### src/rtl/div_pkg.sv
// Shared definitions for the sequential restoring divider: FSM state encoding
// and the default operand width.
package div_pkg;

    typedef enum logic [1:0] {
        IDLE = 2'd0,
        RUN  = 2'd1,
        DONE = 2'd2
    } div_state_t;

    localparam int DIV_W = 4;

endpackage

### src/rtl/div_step.sv
// One combinational restoring-division iteration: shift the next dividend bit
// into the partial remainder, trial-subtract the divisor, restore on borrow.
module div_step #(
    parameter int W = 4
) (
    input  logic [W-1:0] r_cur,
    input  logic         q_msb,
    input  logic [W-1:0] d,
    output logic [W-1:0] r_next,
    output logic         q_bit
);

    logic [W:0]   a;
    logic [W-1:0] b_n;
    logic [W-1:0] diff;
    logic [W+1:0] c;

    assign a    = {r_cur, q_msb};
    assign b_n  = ~d;
    assign c[0] = 1'b1;

    // Ripple chain computing a + ~{0,d} + 1; a carry out of the top means no borrow.
    for (genvar i = 0; i < W; i++) begin : g_fa
        assign diff[i]  = a[i] ^ b_n[i] ^ c[i];
        assign c[i + 1] = (a[i] & b_n[i]) | (c[i] & (a[i] ^ b_n[i]));
    end

    // Top bit subtracts the zero-extension, so its inverted operand is constant 1.
    assign c[W + 1] = a[W] | c[W];

    assign q_bit  = c[W + 1];
    assign r_next = q_bit ? diff : a[W-1:0];

endmodule

### src/rtl/seq_restoring_divider.sv
// Sequential unsigned restoring divider with start/busy/done handshake,
// one quotient bit per clock. Optional macro DIV_ZERO_EARLY_EN adds a dbz
// output and a one-edge completion path for a zero divisor.
//
//  state | meaning
//  IDLE  | waiting for start; operands captured when start is seen
//  RUN   | iterating, one quotient bit per edge, count counts down from W
//  DONE  | done pulse; quotient/remainder just updated
module seq_restoring_divider
    import div_pkg::*;
#(
    parameter int W = DIV_W
) (
    input  logic         clk,
    input  logic         rst,
    input  logic         start,
    input  logic [W-1:0] dividend,
    input  logic [W-1:0] divisor,
    output logic         busy,
    output logic         done,
    output logic [W-1:0] quotient,
`ifdef DIV_ZERO_EARLY_EN
    output logic         dbz,
`endif
    output logic [W-1:0] remainder
);

    localparam int CW = $clog2(W + 1);

    div_state_t    state, state_next;
    logic [CW-1:0] count;
    logic [W-1:0]  q_reg, r_reg, d_reg;
    logic [W-1:0]  r_step;
    logic          q_step;
    logic          load, step_en, finish;
`ifdef DIV_ZERO_EARLY_EN
    logic          early_dbz;
`endif

    div_step #(.W(W)) u_step (
        .r_cur  (r_reg),
        .q_msb  (q_reg[W-1]),
        .d      (d_reg),
        .r_next (r_step),
        .q_bit  (q_step)
    );

    always_ff @(posedge clk or posedge rst) begin
        if (rst) begin
            state <= IDLE;
        end else begin
            state <= state_next;
        end
    end

    always_comb begin
        state_next = state;
        load       = 1'b0;
        step_en    = 1'b0;
        finish     = 1'b0;
`ifdef DIV_ZERO_EARLY_EN
        early_dbz  = 1'b0;
`endif
        case (state)
            IDLE: begin
                if (start) begin
`ifdef DIV_ZERO_EARLY_EN
                    if (divisor == '0) begin
                        early_dbz  = 1'b1;
                        state_next = DONE;
                    end else begin
                        load       = 1'b1;
                        state_next = RUN;
                    end
`else
                    load       = 1'b1;
                    state_next = RUN;
`endif
                end
            end
            RUN: begin
                step_en = 1'b1;
                // Terminal count: this edge takes count to zero.
                if (count == CW'(1)) begin
                    finish     = 1'b1;
                    state_next = DONE;
                end
            end
            DONE:    state_next = IDLE;
            default: state_next = IDLE;
        endcase
    end

    always_ff @(posedge clk or posedge rst) begin
        if (rst) begin
            count     <= '0;
            q_reg     <= '0;
            r_reg     <= '0;
            d_reg     <= '0;
            quotient  <= '0;
            remainder <= '0;
`ifdef DIV_ZERO_EARLY_EN
            dbz       <= 1'b0;
`endif
        end else begin
            if (load) begin
                q_reg <= dividend;
                d_reg <= divisor;
                r_reg <= '0;
                count <= CW'(W);
            end
            if (step_en) begin
                q_reg <= {q_reg[W-2:0], q_step};
                r_reg <= r_step;
                count <= count - CW'(1);
            end
            if (finish) begin
                quotient  <= {q_reg[W-2:0], q_step};
                remainder <= r_step;
`ifdef DIV_ZERO_EARLY_EN
                dbz       <= 1'b0;
`endif
            end
`ifdef DIV_ZERO_EARLY_EN
            if (early_dbz) begin
                quotient  <= '1;
                remainder <= dividend;
                dbz       <= 1'b1;
            end
`endif
        end
    end

    assign busy = (state == RUN);
    assign done = (state == DONE);

endmodule

### config.mk
export PLATFORM = sky130hd
export DESIGN_NAME = seq_restoring_divider
export DESIGN_NICKNAME = d
export VERILOG_FILES = /design/src/rtl/div_pkg.sv /design/src/rtl/div_step.sv /design/src/rtl/seq_restoring_divider.sv
export SDC_FILE = /design/constraint.sdc
export NUM_CORES = 1
export LEC_CHECK = 0
export CAP_MARGIN = 30
export CORE_ASPECT_RATIO = 0.75
export CORE_MARGIN = 2
export CORE_UTILIZATION = 35
export CTS_BUF_LIST = sky130_fd_sc_hd__clkbuf_8
export DETAILED_ROUTE_END_ITERATION = 10
export PLACE_DENSITY = 0.69
export SLEW_MARGIN = 20
export SYNTH_ARGS = -nofsm -noshare
export SYNTH_HDL_FRONTEND = slang
export SYNTH_HIERARCHICAL = 1
export SYNTH_SLANG_ARGS = --single-unit
### constraint.sdc
create_clock -name clk -period 3.2 [get_ports clk]
set_input_delay 0.48 -clock clk [delete_from_list [all_inputs] [get_ports clk]]
set_output_delay 0.48 -clock clk [all_outputs]
set_load 0.02 [all_outputs]
==> results of run 1 <==
==> power breakdown <==
group          internal (mW)  leakage [nW]  switching [mW]  total [mW]
clock network         0.0869        0.0255          0.0930       0.180
registers              0.476         0.288           0.134       0.610
logic                  0.476         0.356           0.412       0.887
total                   1.04         0.670           0.639        1.68
==> cell usage in the layout (no fill, tap or decap), drive strengths merged <==
master,netlist,routed
mux2,14,14
nor4bb,1,1
fa,3,3
o21ai,2,2
o22a,1,1
nor2b,1,1
nand2b,1,1
a21oi,4,4
ha,3,3
nor4b,1,1
inv,14,14
dfrtp,25,25
clkinv,0,1
o21bai,1,1
a22oi,2,2
nor3b,3,3
clkbuf,1,3
o221a,1,1
nor2,3,3
a22o,4,4
nor3,2,2
nand2,2,2
clkdlybuf4s50,0,20
a31oi,1,1
or4b,1,1
buf,2,1
o22ai,1,1
a211oi,1,1
nand3b,1,1
and3,1,1
==> stage by stage <==
step,setup WS (ns),instance area (µm²)
after floorplan,0.716,1240
after global placement,0.643,1470
after detailed placement,0.531,1470
after CTS,0.526,1520
after global routing,0.402,1540
final,0.515,1540
==> logic make-up after synthesis <==
kind of cell    count (synthesis)  share of synthesized area, %
simple gates                   17                          10.2
compound gates                 18                          10.6
buf+inv                        17                          6.04
flops                          25                          50.3
fa+ha+maj                       6                          7.85
mux                            14                          15.1
==> final cells by class <==
| class | count | area share, % |
|---|---|---|
| sequential | 25 | 40.7 |
| multi-input combinational | 55 | 35.4 |
| timing repair buffer | 21 | 14.0 |
| inverter | 14 | 3.59 |
| tap | 40 | 3.26 |
| clock buffer | 3 | 2.69 |
| clock inverter | 1 | 0.326 |
==> routing by layer <==
metal	GRT usage, %	vias to the layer above	share of wire [%]
li1	-	382	-
met5	0	-	0
met4	3.44	0	1.1
met2	19.5	15	48
met1	16.7	371	48
met3	3.26	4	3.2
==> worst paths after layout <==
kind	to	start	depth (start not counted)
setup / recovery	remainder[1]$_DFFE_PP0P_	q_reg[3]$_DFFE_PP0P_	11
min in group clk	quotient[2]$_DFFE_PP0P_	q_reg[1]$_DFFE_PP0P_	1
hold / removal	r_reg[0]$_DFFE_PP0P_	rst	2
setup reg to reg	remainder[1]$_DFFE_PP0P_	q_reg[3]$_DFFE_PP0P_	11
hold reg to reg	quotient[2]$_DFFE_PP0P_	q_reg[1]$_DFFE_PP0P_	1
max in group asynchronous	r_reg[3]$_DFFE_PP0P_	rst	3
==> impl_metrics.yaml, run 1 <==
layout:
  fin_nets: 137
  layout.cells.non_filler: 159
  finish.utilization_pct: 46.1
  multiInputGateArea_um2: 543
  syn_to_final_growth_pct: 23.4
  insertedDiodeCount: 0
  drive_gt1_share_pct: 20.2
  seq_area_um2: 626
  fill_cells: 291
cts:
  cts-root-buf: "clkbuf_8"
  cts.sinks: 25
  hold_buffers: 0
  post_cts_buffers: 0
  cts_tree: "built"
  cts_htree_levels: 1
  numCtsBuffers: 3
  clk_pin_slew_ns: 0.08
  clock_path_buffers: 2
  clk_latency_ns: 0.26
  cts_resized: 0
route:
  post_drt_wl_per_cell_um: 14.1
  ant_nets: 0
  drt_drc_violations_left: 0
  first_pass_iters: 4
  vias_per_cell: 4.86
  finalWirelength_um: 2250
  via_count: 772
  drt_iter0_drc: 75
worst_setup_path:
  cp.required_ns: 3.36
  end_kind: "flip-flop"
  cp_common_cell: "inv_1"
  cp_slowest_cell: "fa_1"
  reg2reg_slack_ns: 0.52
  crit_fanout: 4
  arrival_ns: 2.84
  max_stage_delay_ns: 0.42
  startpoint_type: "flip-flop"
  path_buf_inv: 4
  worstPathCellList: "inv_1 -> ha_1 -> inv_1 -> fa_1 -> inv_1 -> fa_1 -> inv_1 -> fa_1 -> nor2_2 -> mux2_1 -> mux2_4"
  cpLargestDelayFamily: "adder cells"
  crit_type: "flip-flop to flip-flop"
floorplanning:
  fp.dieH_um: 55.6
  rows: 18
  die_w_um: 72.8
  die_area_um2: 4050
  start_util_pct: 37.3
  core-area_um2: 3330
  num_io_pins: 21
yosys:
  ys_types: 34
  synth.top_cell.area_share_pct: 50.3
  synth_nets: 114
  yosys_most_used_dff: "dfrtp_1"
  seq_area_frac_synth_pct: 50.3
  async_reset_ff_share_pct: 100
  synth_area_leaders: "dfrtp_1, mux2_4, fa_1, inv_1, mux2_2"
  syn_inst: 97
  synth_edf_count: 0
  yosysMostFrequentCell: "dfrtp_1"
  syn_avg_cell_area_um2: 12.8
  synth_warnings: 6
  syn-cell-area_um2: 1240
  synth_top_cell_by_area: "dfrtp_1"
  ys_ff_latch: 25
  synth_common_cells: "dfrtp_1, inv_1, mux2_4"
timing:
  grt_setup_unrepaired: "no"
  min_period_over_period_pct: 83.9
  whs_ns: 0.515
  fin_skew_ns: 0.00595
  tightestPinTransition_ns: 0.458
  period_needed_ns: 2.68
  slew_violations: 0
  setup_violations: 0
  fin_setup_tns_ns: 0
  finalHoldViolations: 0
  fmax_mhz: 372
  slew_headroom_pct: 69.4
pwr:
  leakagePower_nw: 0.670
  power.density_nw_per_um2: 1090
  irDropWorstVdd_v: 0.000346
  power.total_mw: 1.68
placement:
  dp.final_hpwl_um: 1710
  placedCellCount: 154
  io_buffers: 20
  place_congestion: 0.864
global_routing:
  grt_pass1_vias: 855
  grt_max_degree: 26
  antenna_found_initial: 0
  grt_usage_pct: 12.3
  grt_pass1_wl_um: 3920
  overflow: 0
run:
  maxCapViolations: 0
worst_hold_path:
  hp-class: "primary input to asynchronous set/reset pin"
outcome:
  status: "complete, no violations"
Power figures use the tool's default switching activity.
==> inputs of run 2 (changes only) <==
- PLACE_DENSITY: 0.69 -> 0.71
- clock period: 3.2 -> 2.2 ns (I/O delays scaled with it)
==> run 2 against run 1 <==
Against the previous run: the flow now finishes with violations (setup timing); non-clock buffer count up 4; worst setup slack worse by 0.77 ns; register-to-register slack got worse by 0.77 ns; flip-flop and latch count stayed put; hold slack got worse by 0.10 ns; design area increased by 4.2%; utilization up 1.9 points; global-route usage fell by 0.22 points; clock skew shrank 0.0047 ns; combinational power grew 70%; final cell count increased by 2.5%; via count grew 5.6%; largest cell class unchanged; largest power group unchanged.
==> impl_metrics.yaml, run 2 (synthesized netlist as in run 1, its figures left out) <==
outcome:
  status: "finished, violations left"
  violations: "setup timing"
route:
  drt_drc_violations_left: 0
  drt_iter0_drc: 37
  finalWirelength_um: 2360
  ant_nets: 0
  via_count: 815
  post_drt_wl_per_cell_um: 14.5
  vias_per_cell: 5.00
  first_pass_iters: 4
placement:
  io_buffers: 20
  placedCellCount: 158
  place_congestion: 0.761
  dp.final_hpwl_um: 1730
  place_area_um2: 1520
cts:
  cts.sinks: 25
  hold_buffers: 0
  cts-root-buf: "clkbuf_8"
  cts_htree_levels: 1
  clk_latency_ns: 0.27
  cts_tree: "built"
  clk_pin_slew_ns: 0.08
  numCtsBuffers: 3
  clock_path_buffers: 2
timing:
  fin_skew_ns: 0.00127
  tightestPinTransition_ns: 0.481
  min_period_over_period_pct: 111
  grt_setup_unrepaired: "yes"
  period_needed_ns: 2.45
  slew_headroom_pct: 67.9
  fmax_mhz: 408
  finalHoldViolations: 0
  worst_slack_ns: -0.251
  slew_violations: 0
  setup_violations: 10
worst_setup_path:
  cp_slowest_cell: "dfrtp_1"
  crit_type: "flip-flop to flip-flop"
  cp_common_cell: "inv_2"
  end_kind: "flip-flop"
  worstPathCellList: "inv_2 -> ha_4 -> inv_2 -> fa_2 -> inv_2 -> fa_2 -> inv_2 -> fa_2 -> nor2_4 -> mux2_4 -> mux2_4"
  startpoint_type: "flip-flop"
  path_buf_inv: 4
  max_stage_delay_ns: 0.40
  reg2reg_from: "q_reg[3]$_DFFE_PP0P_"
  arrival_ns: 2.61
  cp.required_ns: 2.36
  cpLargestDelayFamily: "adder cells"
  crit_fanout: 3
  startpoint: "q_reg[3]$_DFFE_PP0P_"
worst_hold_path:
  hp-class: "primary input to asynchronous set/reset pin"
global_routing:
  grt_max_degree: 26
  antenna_found_initial: 0
  grt_pass1_vias: 785
  overflow: 0
  grt_pass1_wl_um: 3740
  grt_usage_pct: 12.1
pwr:
  leakagePower_nw: 0.689
  irDropWorstVdd_v: 0.000484
  power.density_nw_per_um2: 1670
layout:
  layout_commonest_cell: "dfrtp_1"
  layout_common_cells: "dfrtp_1, clkdlybuf4s50_1, mux2_4"
  layout.cells.non_filler: 163
  drive_gt1_share_pct: 32.5
  syn_to_final_growth_pct: 28.6
  fin_nets: 141
  final_area_um2: 1600
  insertedDiodeCount: 0
floorplanning:
  die_area_um2: 4050
  core-area_um2: 3330
  die_w_um: 72.8
  fp.dieH_um: 55.6
  rows: 18
  num_io_pins: 21
  start_util_pct: 37.3
run:
  maxCapViolations: 0
[run 2: cell count changes in the layout (fill, tap and decap cells not counted), sizes merged]
cell,before,now
buf,1,5
[run 2: worst min-delay path, cell delays in order]
cell and delay [ns]:
clkdlybuf4s50_1 0.40, inv_1 0.05, buf_4 0.30
[run 2: power breakdown]
part,switching (mW),leakage (nW),internal (mW)
logic,0.663,0.376,0.847
registers,0.203,0.288,0.692
clock network,0.142,0.0255,0.127
total,1.01,0.689,1.67
[run 2: metal layers]
metal | up-vias | global-route usage (%) | wire length, µm
met2 | 21 | 17.8 | 1090
met4 | 0 | 2.65 | 12
met1 | 400 | 16.3 | 1110
met5 | - | 0 | 0
li1 | 392 | - | -
met3 | 2 | 5.62 | 139
[run 2: final cells by class]
type | count | area [µm²]
fillers | 305 | 1730
inverters | 14 | 55.1
well taps | 40 | 50.0
flip-flops and latches | 25 | 626
clock inverters | 1 | 5.00
clock buffers | 3 | 41.3
repair buffers | 25 | 238
multi-input cells | 55 | 584
[run 2: worst paths after layout]
check                                      endpoint  slack (ns)  depth (start not counted)
setup reg to reg           remainder[3]$_DFFE_PP0P_       -0.25                         11
setup / recovery           remainder[3]$_DFFE_PP0P_       -0.25                         11
min in group clk            quotient[2]$_DFFE_PP0P_        0.51                          1
max in group asynchronous      r_reg[2]$_DFFE_PP0P_        1.55                          3
hold / removal             remainder[0]$_DFFE_PP0P_        0.41                          3
hold reg to reg             quotient[2]$_DFFE_PP0P_        0.51                          1
[run 2: metrics by stage]
stage          setup TNS, ns  power, mW  hold slack, ns  setup WS [ns]  utilization [%]
3_3_place_gp          -0.807       2.26           0.493         -0.153             45.7
2_1_floorplan         -0.521       1.89           0.357         -0.158                -
5_1_grt                -2.51       2.87           0.451         -0.318             48.0
6_report               -1.72       2.67           0.411         -0.251             48.0
3_5_place_dp           -1.45       2.33           0.502         -0.221             45.7
4_1_cts                -1.53       2.65           0.424         -0.232             47.6
[run 2: what timing repair did]
item	in CTS	in global routing
pin swaps	0	0
resized for setup	2	5
buffers inserted	1	0
endpoints found under the setup margin	10	10
==> inputs of run 3 (changes only) <==
- SLEW_MARGIN: 20 -> not set
==> results of run 3 <==
Final layout, timing and power as in run 2 (identical DEF).
==> patch 1, RTL diff (settings of run 1) <==
The package constant `DIV_W` goes from 4 to 2.
--- a/src/rtl/div_pkg.sv
+++ b/src/rtl/div_pkg.sv
@@ -8,7 +8,7 @@
         DONE = 2'd2
     } div_state_t;
 
-    localparam int DIV_W = 4;
+    localparam int DIV_W = 2;
 
 endpackage
 
Ports: changed (resized dividend, divisor, quotient and remainder); port bits go from 21 to 13. The function was not compared with the original's and may differ.
==> patch 1 against run 1 <==
- clock skew is 0.0038 ns lower
- sequential cell count is 11 lower
- total power shrank 38%
- final area shrank 42%
- combinational power down 42%
- area after synthesis is 44% lower
- via count fell by 42%
- routed wire length fell by 46%
- global-route usage increased by 0.19 points
- setup slack gained 0.62 ns
- first-iteration DRC count is 95% lower
- critical path type is now flip-flop to output pin
- largest cell class unchanged
==> patch 1: results (changes against run 1) <==
| Metric | Value |
|---|---|
| CP max-delay cell | `clkdlybuf4s50_1 (was fa_1)` |
| Outcome | `complete, no violations (unchanged)` |
| First-pass DRT Iterations | `2 (was 4)` |
| Reg2Reg Depth | `7 (was 11)` |
| Pint | `661.8 uW (was 1.039 mW)` |
| Placed cell count | `89 (was 154)` |
| Number of global-route vias before repair | `457 (was 855)` |
| Top delay family on crit path | `buffers and inverters (was adder cells)` |
| Flop pwr share | `33.3% (was 36.4%)` |
| Setup Skew | `0.002181 ns (was 0.005955 ns)` |
| Routability Congestion | `0.7078 (was 0.8637)` |
| DRT Wirelength | `1.222 mm (was 2.246 mm)` |
| Global-route usage over all layers | `12.52% (was 12.33%)` |
| DP HPWL | `854.9 um (was 1.709 mm)` |
| Worst Tran Pin Value | `0.5424 ns (was 0.4578 ns)` |
| Crit path DAT | `1.59 ns (was 2.84 ns)` |
| Tmin final | `2.065 ns (was 2.685 ns)` |
| Netlist cell types | `21 (was 34)` |
| Slowest stage delay, CP | `0.61 ns (was 0.42 ns)` |
| Sequential element share of the synthesized area | `50.72% (was 50.30%)` |
| Hold Path Class | `flip-flop to flip-flop (was primary input to asynchronous set/reset pin)` |
| Clock Power Share | `17.1% (was 10.7%)` |
| Largest net degree at the start of global routing | `15 (was 26)` |
| Worst r2r src | `q_reg[1] (was q_reg[3])` |
| Clk slew on worst S/H paths | `0.06 ns (was 0.08 ns)` |
| Crit path capture | `busy (was remainder[1])` |
| Post-DP Area | `838.3 um2 (was 1474 um2)` |
| Final #Nets | `82 (was 137)` |
patch 1: metal layers:
| metal | wire (um) | global-route usage (%) | part of all wire, % |
|---|---|---|---|
| met1 | 627 | 15.97 | 51 |
| met2 | 485 | 17.14 | 40 |
| met3 | 81 | 5.864 | 6.6 |
| met4 | 27 | 7.317 | 2.2 |
| met5 | 0 | 0 | 0 |
patch 1: layout make-up:
cell class | instances | area [um2] | share of cell area, %
flip-flops and latches | 14 | 350.3 | 39.22
multi-input cells | 34 | 311.5 | 34.87
well taps | 22 | 27.53 | 3.081
clock buffers | 4 | 55.05 | 6.162
inverters | 7 | 28.78 | 3.221
repair buffers | 12 | 120.1 | 13.45
patch 1: cells by family after synthesis:
| logic type | Yosys count | synth area share, % |
|---|---|---|
| AO/OA/AOI/OAI | 11 | 10.14 |
| flip-flops | 14 | 50.73 |
| multiplexers | 7 | 14.13 |
| adder cells (fa/ha/maj) | 3 | 6.521 |
| buffers and inverters | 7 | 4.167 |
| AND/OR/NAND/NOR | 13 | 14.31 |
==> patch 2, RTL diff (config.mk and constraints of run 1) <==
Made on the original files. Register the outputs `busy` and `done`; this adds one clock of latency there. The other outputs are not delayed to match.
--- a/src/rtl/seq_restoring_divider.sv
+++ b/src/rtl/seq_restoring_divider.sv
@@ -131,8 +131,10 @@
         end
     end
 
-    assign busy = (state == RUN);
-    assign done = (state == DONE);
+    always_ff @(posedge clk) begin
+        busy <= (state == RUN);
+        done <= (state == DONE);
+    end
 
 endmodule
 
Behaviour: not the same (Yosys sat finds a counterexample within 4 cycles, from zero or initial values and one cycle with rst high).
==> patch 2 against run 1 <==
- routed wire length decreased by 1.5%
- non-clock buffer count unchanged
- area after synthesis is 3.2% higher
- setup slack improved by 0.0033 ns
- final area rose by 3.7%
- total power rose by 2.4%
- sequential cell count increased by 2
- highest routed layer unchanged
==> patch 2: results (changes against run 1) <==
| Metric | Value |
|---|---|
| Post-synthesis mux area share | `14.62% (was 15.09%)` |
| Number of global-route vias before repair | `777 (was 855)` |
| Final #Nets | `139 (was 137)` |
| Post-synthesis adder-cell area fraction | `7.602% (was 7.847%)` |
| CP max-delay cell | `dfrtp_1 (was fa_1)` |
| Routed met3 length | `84 um (was 72 um)` |
| Sw Share | `37.78% (was 38.09%)` |
| Clock group power | `193 uW (was 180 uW)` |
| DP HPWL | `1.652 mm (was 1.709 mm)` |
| Area contributors post-synth | `dfrtp_1, mux2_4, fa_1 (unchanged)` |
| Critical path type | `flip-flop to flip-flop (unchanged)` |
| Comb power | `883 uW (was 887 uW)` |
| Global-route usage over all layers | `12.22% (was 12.33%)` |
| Worst VDD drop | `0.0003154 V (was 0.0003459 V)` |
| TritonCTS Buffers | `3 (unchanged)` |
| Setup Buffers After CTS | `0 (unchanged)` |
| Netlist cell types | `35 (was 34)` |
| Layout cells sized above 1 | `19.83% (was 20.17%)` |
| Worst reg2reg path endpoint | `remainder[3] (was remainder[1])` |
| Vias | `818 (was 772)` |
| Initial DRC count | `33 (was 75)` |
| Leak Pwr | `0.6826 nW (was 0.6699 nW)` |
| Outcome | `complete, no violations (unchanged)` |
| Worst rel slew slack | `69.12% (was 69.45%)` |
| Met2 WL | `1.005 mm (was 1.071 mm)` |
| Syn nets | `116 (was 114)` |
| Routing usage on met2 | `17.60% (was 19.48%)` |
| Sequential element share of the synthesized area | `51.85% (was 50.30%)` |
| Reg2Reg Depth | `11 (unchanged)` |
| Compound-Gate Fraction of Synth Area | `10.23% (was 10.56%)` |
| Fillers | `338 (was 291)` |
| Global-route wire length before repair | `3.808 mm (was 3.919 mm)` |
| DRT Wirelength | `2.212 mm (was 2.246 mm)` |
| Grt met3 use | `4.129% (was 3.261%)` |
| Routability Congestion | `0.7662 (was 0.8637)` |
| Metal-1 WL | `1.106 mm (was 1.077 mm)` |
| Crit path DAT | `2.85 ns (was 2.84 ns)` |
| Pwr dens | `1078 nW/um2 (was 1093 nW/um2)` |
| Final Hold Fails | `0 (unchanged)` |
| Setup Skew | `0.008360 ns (was 0.005955 ns)` |
| Met1 usage | `17.26% (was 16.69%)` |
## patch 2: changes by cell type after synthesis
cell     change
dfxtp_1      +2
## patch 2: kinds of logic after synthesis
kind of cell | after synthesis
AOI/OAI and AO/OA | 18
adders and majority gates | 6
buffers and inverters | 17
DFF | 27
muxes | 14
and+or+nand+nor | 17
## patch 2: final cells by class
| cell class | instances | area share (%) |
|---|---|---|
| multi-input combinational | 55 | 34.09 |
| inverter | 14 | 3.456 |
| clock inverter | 1 | 0.4713 |
| clock buffer | 3 | 2.592 |
| tap | 52 | 4.085 |
| sequential | 27 | 41.79 |
| timing repair buffer | 21 | 13.51 |
## patch 2: per-stage QoR
stage / worst slack [ns] / hold slack, ns / area (um2) / cells
CTS: 0.5111 / 0.5177 / 1578 / 172
detailed placement: 0.5134 / 0.4952 / 1529 / 168
global placement: 0.6387 / 0.4925 / 1529 / 168
global route: 0.3743 / 0.4252 / 1593 / 173
finish: 0.5185 / 0.4205 / 1593 / 173
floorplan: 0.7163 / 0.4807 / 1284 / 99
